`config.mk`:
```
export PLATFORM = sky130hd
export DESIGN_NAME = phase_sequencer_flat
export DESIGN_NICKNAME = d
export VERILOG_FILES = /design/src/rtl/phase_pkg.sv /design/src/rtl/phase_sequencer_if.sv /design/src/rtl/phase_prescaler.sv /design/src/rtl/phase_sequencer.sv /design/src/flat_wrapper.sv
export SDC_FILE = /design/constraint.sdc
export NUM_CORES = 1
export LEC_CHECK = 0
export ABC_AREA = 0
export CORE_AREA = 2 2 80 82
export CTS_CLUSTER_DIAMETER = 150
export CTS_CLUSTER_SIZE = 8
export DETAILED_ROUTE_END_ITERATION = 8
export DIE_AREA = 0 0 82 84
export GPL_TIMING_DRIVEN = 0
export SYNTH_ARGS = -nofsm -noshare
export SYNTH_HDL_FRONTEND = slang
export SYNTH_SLANG_ARGS = --single-unit
```
`constraint.sdc`:
```
create_clock -name clk -period 2.5 [get_ports clk]
set_input_delay 0.625 -clock clk [delete_from_list [all_inputs] [get_ports clk]]
set_output_delay 0.625 -clock clk [all_outputs]
set_load 0.02 [all_outputs]
```
`src/rtl/phase_pkg.sv`:
```
// Shared definitions for the instruction-phase sequencer.
//   state_t   : sequencer control states (IDLE, RUN, STEP)
//   PH_*      : one-hot phase encodings {WB,EX,DE,FE}, PH_NONE when idle
//   next_phase: rotation FE->DE->EX->WB->FE
package phase_pkg;

    typedef enum logic [1:0] {
        IDLE = 2'd0,
        RUN  = 2'd1,
        STEP = 2'd2
    } state_t;

    localparam logic [3:0] PH_NONE = 4'b0000;
    localparam logic [3:0] PH_FE   = 4'b0001;
    localparam logic [3:0] PH_DE   = 4'b0010;
    localparam logic [3:0] PH_EX   = 4'b0100;
    localparam logic [3:0] PH_WB   = 4'b1000;

    // Rotate left by one; WB wraps back to FE.
    function automatic logic [3:0] next_phase(input logic [3:0] ph);
        return {ph[2:0], ph[3]};
    endfunction

endpackage

```
`src/rtl/phase_sequencer_if.sv`:
```
// Control/status bundle between the sequencer and its controller.
//   run_i        : level, continuous execution request
//   step_i       : pulse, single-instruction request
//   div_i        : clocks per phase minus 1
//   phase_o      : one-hot {WB,EX,DE,FE}, zero in IDLE
//   phase_last_o : final clock of current phase
//   instr_done_o : final clock of WB
//   instr_cnt_o  : retired instruction count (wraps)
//   busy_o       : sequencer in RUN or STEP
// master: controller side, slave: sequencer side.
interface phase_sequencer_if #(
    parameter int DIV_W = 8,
    parameter int CNT_W = 16
);
    logic             run_i;
    logic             step_i;
    logic [DIV_W-1:0] div_i;
    logic [3:0]       phase_o;
    logic             phase_last_o;
    logic             instr_done_o;
    logic [CNT_W-1:0] instr_cnt_o;
    logic             busy_o;

    modport master (
        output run_i, step_i, div_i,
        input  phase_o, phase_last_o, instr_done_o, instr_cnt_o, busy_o
    );

    modport slave (
        input  run_i, step_i, div_i,
        output phase_o, phase_last_o, instr_done_o, instr_cnt_o, busy_o
    );
endinterface

```
`src/rtl/phase_prescaler.sv`:
```
// Clock-per-phase prescaler.
//   clk, rst_n : clock, synchronous active-low reset
//   load       : latch div_i into div_q and restart the count
//   en         : counting enabled (sequencer not idle); counter held at 0 otherwise
//   div_i      : clocks per phase minus 1
//   tick       : high on the final clock of a phase (pre == div_q while enabled)
module phase_prescaler #(
    parameter int DIV_W = 8
) (
    input  logic             clk,
    input  logic             rst_n,
    input  logic             load,
    input  logic             en,
    input  logic [DIV_W-1:0] div_i,
    output logic             tick
);

    logic [DIV_W-1:0] pre;
    logic [DIV_W-1:0] div_q;

    always_ff @(posedge clk) begin
        if (!rst_n) begin
            pre   <= '0;
            div_q <= '0;
        end else if (load) begin
            div_q <= div_i;
            pre   <= '0;
        end else if (!en) begin
            pre   <= '0;
        end else if (pre == div_q) begin
            pre   <= '0;
        end else begin
            pre   <= pre + 1'b1;
        end
    end

    assign tick = en && (pre == div_q);

endmodule

```
`src/rtl/phase_sequencer.sv`:
```
// Instruction-phase sequencer: turns the system clock into one-hot
// FETCH/DECODE/EXECUTE/WRITEBACK phase enables with a programmable
// prescaler, run/single-step control and a retired-instruction counter.
//   clk   : system clock (rising edge)
//   rst_n : synchronous active-low reset
//   bus   : phase_sequencer_if slave (run/step/div in, phase/status out)
module phase_sequencer
    import phase_pkg::*;
#(
    parameter int DIV_W = 8,
    parameter int CNT_W = 16
) (
    input  logic              clk,
    input  logic              rst_n,
    phase_sequencer_if.slave  bus
);

    state_t           state;
    logic [3:0]       phase_q;
    logic [CNT_W-1:0] cnt_q;
    logic             tick;
    logic             active;
    logic             done;
    logic             load;

    assign active = (state != IDLE);
    assign done   = tick && (phase_q == PH_WB);

    // div_i is captured only when an instruction starts: leaving IDLE,
    // or at a RUN instruction boundary where execution continues.
    always_comb begin
        load = 1'b0;
        unique case (state)
            IDLE:    load = bus.run_i || bus.step_i;
            RUN:     load = done && bus.run_i;
            default: load = 1'b0;
        endcase
    end

    phase_prescaler #(
        .DIV_W (DIV_W)
    ) u_prescaler (
        .clk   (clk),
        .rst_n (rst_n),
        .load  (load),
        .en    (active),
        .div_i (bus.div_i),
        .tick  (tick)
    );

    always_ff @(posedge clk) begin
        if (!rst_n) begin
            state   <= IDLE;
            phase_q <= PH_NONE;
            cnt_q   <= '0;
        end else begin
            if (done) begin
                cnt_q <= cnt_q + 1'b1;
            end
            unique case (state)
                IDLE: begin
                    if (bus.run_i) begin
                        state   <= RUN;
                        phase_q <= PH_FE;
                    end else if (bus.step_i) begin
                        state   <= STEP;
                        phase_q <= PH_FE;
                    end else begin
                        phase_q <= PH_NONE;
                    end
                end
                RUN: begin
                    if (done && !bus.run_i) begin
                        state   <= IDLE;
                        phase_q <= PH_NONE;
                    end else if (tick) begin
                        phase_q <= next_phase(phase_q);
                    end
                end
                STEP: begin
                    if (done) begin
                        state   <= IDLE;
                        phase_q <= PH_NONE;
                    end else if (tick) begin
                        phase_q <= next_phase(phase_q);
                    end
                end
                default: begin
                    state   <= IDLE;
                    phase_q <= PH_NONE;
                end
            endcase
        end
    end

    assign bus.phase_o      = phase_q;
    assign bus.phase_last_o = tick;
    assign bus.instr_done_o = done;
    assign bus.instr_cnt_o  = cnt_q;
    assign bus.busy_o       = active;

endmodule
```
`src/flat_wrapper.sv`:
```
// flat-port wrapper written by rule: the top's interface ports become plain ports
module phase_sequencer_flat import phase_pkg::*;
#(
    parameter int DIV_W = 8,
    parameter int CNT_W = 16
)
  (clk, rst_n, bus_run_i, bus_step_i, bus_div_i, bus_phase_o, bus_phase_last_o, bus_instr_done_o, bus_instr_cnt_o, bus_busy_o);
  phase_sequencer_if #(.DIV_W(DIV_W), .CNT_W(CNT_W)) bus_i ();
  input  logic clk;
  input  logic rst_n;
  input wire logic [$bits(bus_i.run_i)-1:0] bus_run_i;
  input wire logic [$bits(bus_i.step_i)-1:0] bus_step_i;
  input wire logic [$bits(bus_i.div_i)-1:0] bus_div_i;
  output wire logic [$bits(bus_i.phase_o)-1:0] bus_phase_o;
  output wire logic [$bits(bus_i.phase_last_o)-1:0] bus_phase_last_o;
  output wire logic [$bits(bus_i.instr_done_o)-1:0] bus_instr_done_o;
  output wire logic [$bits(bus_i.instr_cnt_o)-1:0] bus_instr_cnt_o;
  output wire logic [$bits(bus_i.busy_o)-1:0] bus_busy_o;
  assign bus_i.run_i = bus_run_i;
  assign bus_i.step_i = bus_step_i;
  assign bus_i.div_i = bus_div_i;
  assign bus_phase_o = bus_i.phase_o;
  assign bus_phase_last_o = bus_i.phase_last_o;
  assign bus_instr_done_o = bus_i.instr_done_o;
  assign bus_instr_cnt_o = bus_i.instr_cnt_o;
  assign bus_busy_o = bus_i.busy_o;
  phase_sequencer #(.DIV_W(DIV_W), .CNT_W(CNT_W)) u_core (.clk(clk), .rst_n(rst_n), .bus(bus_i));
endmodule
```
# [Word-level counts from Yosys, hierarchy flattened]
# Index checks and enable logic that the tools add are counted.
[word_totals] elab_cells=38 register_bits=38 out_inout_bits=23 inputBits=12
[classes] add_sub_neg=2 mux=12 n_reduce_logical=10 n_bitwise=2 n_eq_ne=7
[op_table] cell="$add 16x1->16 const B" count=1
[op_table] cell="$mux 4" count=4
[op_table] cell="$pmux 4 s3" count=1
[op_table] cell="$add 8x1->8 const B" count=1
[op_table] cell="$eq 8x8->1" count=1
[op_table] cell="$mux 2" count=4
[op_table] cell="$pmux 2 s3" count=1
[op_table] cell="$eq 4x4->1 const B" count=1
[op_table] cell="$logic_and 1x1->1" count=4
[op_table] cell="$ne 2x1->1 const B" count=2
[op_table] cell="$reduce_or 4->1" count=1
[op_table] cell="$ne 3x3->1 const B" count=1
[op_table] cell="$reduce_and 3->1" count=1
[op_table] cell="$eq 2x1->1 const B" count=1
[op_table] cell="$eq 2x2->1 const B" count=1
[op_table] cell="$logic_not 2->1" count=1
[op_table] cell="$not 1->1" count=2
[op_table] cell="$pmux 1 s2" count=1
[op_table] cell="$reduce_bool 2->1" count=1
[op_table] cell="$logic_not 1->1" count=1
[op_table] cell="$logic_or 1x1->1" count=1
[op_table] cell="$mux 1" count=1

# [Logic depth before layout (Yosys ltp)]
[logic_depth] word_depth=6 mapped_depth=6 ltp_nobuf=5

# [Modules after synthesis]
# Synthesis repeated with hierarchy kept, for this count alone.
[unflattened] cells_unflattened=195 hier_area_um2=1786.7
[modules_own_cells] mod="phase_sequencer" instances=1 area_per_inst_um2=1078.5 seq_area_each_um2=440.4 cells_per_inst=125
[modules_own_cells] mod="phase_prescaler" instances=1 area_per_inst_um2=708.2 seq_area_each_um2=320.3 cells_per_inst=70

# [Worst setup path after synthesis]
# OpenSTA, ideal clock, no wires.
[synth_path] path_type="flip-flop to output port" start="reg u_core.u_prescaler.pre[2]" end="out bus_instr_done_o" path_stages_with_launch=6 arrival_time_ns=1.649 path_buffers=1 required_time_ns=1.875 slack_ns=0.226 cell_sequence="dfxtp_1 -> xor2_1 -> nor4_2 -> nand4_1 -> clkbuf_1 -> inv_1"
[synth_via] elab_chain_len=3
[synth_rtl] element="from (decl)" line_no="phase_prescaler.sv:18" source="logic [DIV_W-1:0] pre;"
[synth_rtl] element="from (signal assigned)" line_no="phase_prescaler.sv:33" source="pre <= pre + 1'b1;"
[synth_rtl] element="$eq 8x8->1" line_no="phase_prescaler.sv:37" source="assign tick = en && (pre == div_q);"
[synth_rtl] element="$logic_and 1x1->1" line_no="phase_prescaler.sv:37"
[synth_rtl] element="$logic_and 1x1->1" line_no="phase_sequencer.sv:27" source="assign done = tick && (phase_q == PH_WB);"
[synth_rtl] element="to (decl)" line_no="flat_wrapper.sv:16" source="output wire logic [$bits(bus_i.instr_done_o)-1:0] bus_instr_done_o;"
# No other way between the ends.

# [Worst setup path in the final report]
# Ends and elaborated chain as after synthesis.

==> run summary <==
Worst r2r src: u_core.u_prescaler.pre[2]
Final wirelength: 4080 um
Number of synthesized flops with an enable pin: 0
Mapped Area: 1750 um2
Synth warn: 0
Ys flop type: dfxtp_1
Max-cap violations: 0
Final WS setup: 0.133 ns
Number of routed nets with antenna violations: 0
Largest family of logic cells by synthesized area: simple AND/OR/NAND/NOR gates
Syn nets: 210
Reg2reg path depth: 8
WP data required: 1.88 ns
Clk_lat worst skew: 0.29 ns
Crit path largest cell delay: 0.35 ns
Gate power share: 14.1%
H-tree Lvls: 2
Sw Pwr: 0.331 mW
Setup crit end: bus_instr_done_o
Placed Area: 2190 um2
Die width: 82 um
Post-cts hold buffer count: 0
Initial antenna violation count: 0
Clk pwr share: 38.5%
Cell variety after synth: 31
Synth Instances: 196
Final Skew: 0.00620 ns
Post-synth top area share: 43.4%
Crit-path max FO: 2
Synth Area in Adders: 1.43%
Crit-path slowest cell: dfxtp_4
Status: finished clean
Crit-path leading delay family: buffers and inverters
All-layer global routing usage: 12.6%
Register share of total power: 47.4%
CTS tree: built
DRT iter0 DRCs: 68
XOR/XNOR Fraction of Synth Area: 7.50%
Critical path depth in cells: 7
Worst EP arrival: 1.74 ns
Area occupied by multi-input gates: 967 um2
Ports: 35
Leakage: 0.924 nW
Port Buf Inserts: 34
Clock root cell: clkbuf_8
TNS Setup: 0 ns
CP Class: flip-flop to output pin
Fillers: 634
PnR Total Power: 1.34 mW
Hold Fails Final Rpt: 0
Layout net count: 261
Seq. cell area: 773 um2
Starting Density: 28.7%
Post-Place Setup Slack: -0.722 ns
Avg Cell Area, Syn: 8.94 um2
Slew Viols, Final: 0
Compound-Gate Fraction of Synth Area: 11.0%
Most instantiated cells after synthesis: 38 x dfxtp_1, 24 x nor2_1, 15 x mux2i_1, 14 x a21oi_1, 14 x xor2_1
Post-synthesis sequential area ratio: 43.4%
Worst min path class: flip-flop to flip-flop
GPL Wtd Cong: 0.756
DR vias/cell: 4.82
Die area: 6890 um2
FF-to-FF End: u_core.bus.instr_cnt_o[15]
Fin crit share: 94.7%
Clock Pin Slew Worst Setup and Hold Paths: 0.07 ns
Flop-to-flop setup slack: 0.27 ns
WL per Instance: 12.6 um
# rows: 29
Post-layout util: 39.8%
Power per Cell Area: 553 nW/um2
Synth top area cells: dfxtp_1 43%, mux2i_1 8.6%, xor2_1 7.0%, nor2_1 5.1%, a21oi_1 4.0%
Min Tclk post-route: 2.37 ns
Int Pwr: 1.01 mW
# setup viols final: 0
Worst setup SP type: flip-flop
Worst path cell trace: xor2_1 > nor4_4 > buf_4 > nand4_1 > clkbuf_8 > inv_2 > buf_6
CP bufs+invs: 4
HPWL after DPL: 2950 um
Sw Ratio: 24.7%
Total gr overflow: 0
Async S/R FF share, synth: 0%
Simple-gate share of the synthesized area: 24.6%
Layout cell share with drive strength beyond 1: 15.7%
Design Area, Final: 2430 um2
DRC viols: 0
CP Capture Type: output pin
CTS Sinks: 38
CTS max path bufs: 2
P&R area growth vs syn: 38.6%
Number of CTS-inserted buffers: 5
RSZ-0062 raised after global routing: no
Largest net degree at the start of global routing: 13
Vias in the first global route: 1454
Largest area contributor in the netlist: dfxtp_1
Drt pass-1 iters: 4
Setup crit start: u_core.u_prescaler.pre[2]
Highest Clock Rate: 0.423 GHz
Ant diodes: 0
FF+latch count, synth: 38
Vias: 1565
Multiplexer share of the synthesized area: 8.57%
Least-Margin Pin Slew: 0.662 ns
Max_slew headroom: 55.8%
Max VDD drop: 0.000320 V
Die height: 84 um
Core Area: 6100 um2
Most instantiated library cell after synthesis: dfxtp_1
First-pass GRT wire length: 6900 um
==> kinds of logic after synthesis <==
group / Yosys count
buffers and inverters: 16
adder cells (fa/ha/maj): 2
flip-flops: 38
multiplexers: 15
AND/OR/NAND/NOR: 79
XOR/XNOR: 15
AO/OA/AOI/OAI: 31
==> flip-flops by register name (all words and copies together), names as in the netlist <==
register,cells
u_core.u_prescaler.div_q,8
u_core.u_prescaler.pre,8
u_core.bus.instr_cnt_o,16
u_core.bus.phase_o,4
u_core.state,2
==> power by group through the flow <==
stage                     Combinational, mW  Sequential [mW]  Clock [mW]
after floorplan                      0.0911            0.651           0
after global placement                0.142            0.653           0
after detailed placement              0.144            0.653           0
after CTS                             0.190            0.639       0.527
after global routing                  0.207            0.640       0.551
final                                 0.189            0.637       0.516
==> routing by layer <==
metal	part of all wire [%]	wire length [um]	GRT usage (%)	vias up
li1	-	-	-	809
met1	49	1990	17.8	721
met2	46	1880	18.8	28
met3	3.7	152	3.25	7
met4	1.3	53	3.64	0
met5	0	0	0	-
==> cells in the final DEF, fill, tap and decap left out, types with 2 or more instances in the layout <==
| cell | n |
|---|---|
| clkdlybuf4s50_1 | 32 |
| dfxtp_1 | 32 |
| nor2_1 | 24 |
| mux2i_1 | 15 |
| xor2_1 | 14 |
| a21oi_1 | 14 |
| buf_4 | 10 |
| nand3_1 | 9 |
| o31ai_1 | 9 |
| or4_1 | 9 |
| inv_1 | 8 |
| nand4_1 | 6 |
| clkbuf_8 | 6 |
| nand2_1 | 6 |
| nor3_1 | 5 |
| clkbuf_1 | 4 |
| or3_1 | 4 |
| o21ai_0 | 4 |
| dfxtp_2 | 4 |
| or2_2 | 3 |
| nor4_4 | 2 |
| inv_2 | 2 |
| nand2b_1 | 2 |
| and3_1 | 2 |
| ha_1 | 2 |
| clkinv_2 | 2 |
| dfxtp_4 | 2 |
==> final cells by class <==
cell class | count | area share, %
sequential | 38 | 31.8
clock buffer | 5 | 2.83
timing repair buffer | 44 | 17.0
tap | 77 | 3.97
clock inverter | 3 | 1.65
inverter | 10 | 1.55
multi-input combinational | 142 | 39.8
buffer | 6 | 1.39
==> metrics by stage <==
stage,hold WS [ns],cells
finish,0.479,325
global route,0.507,325
CTS,0.500,323
detailed placement,0.488,307
global placement,0.483,307
floorplan,0.458,196
==> how the worst min path moves through the flow <==
stage               slack [ns]                         end  cells past startpoint                        from
floorplan                 0.46   u_core.u_prescaler.pre[0]                      1   u_core.u_prescaler.pre[0]
global placement          0.48   u_core.bus.instr_cnt_o[6]                      2   u_core.bus.instr_cnt_o[6]
detailed placement        0.49  u_core.bus.instr_cnt_o[13]                      2  u_core.bus.instr_cnt_o[13]
CTS                       0.50  u_core.bus.instr_cnt_o[13]                      2  u_core.bus.instr_cnt_o[13]
global route              0.51   u_core.u_prescaler.pre[0]                      1   u_core.u_prescaler.pre[0]
finish                    0.48   u_core.u_prescaler.pre[0]                      1   u_core.u_prescaler.pre[0]
==> timing repair <==
item,CTS,global route
setup buffers,8,2
endpoints found under the setup margin,3,4
pin swaps,3,2
gates resized for setup,16,12
==> worst register-to-register path, cell delays in order (launching register included) <==
cell      delay, ns
dfxtp_4        0.35
xor2_1         0.16
nor4_4         0.29
buf_4          0.16
buf_4          0.13
nand3_1        0.18
clkbuf_1       0.30
nor4_1         0.40
mux2i_1        0.21
No activity file was read; power rests on OpenSTA's default activity.
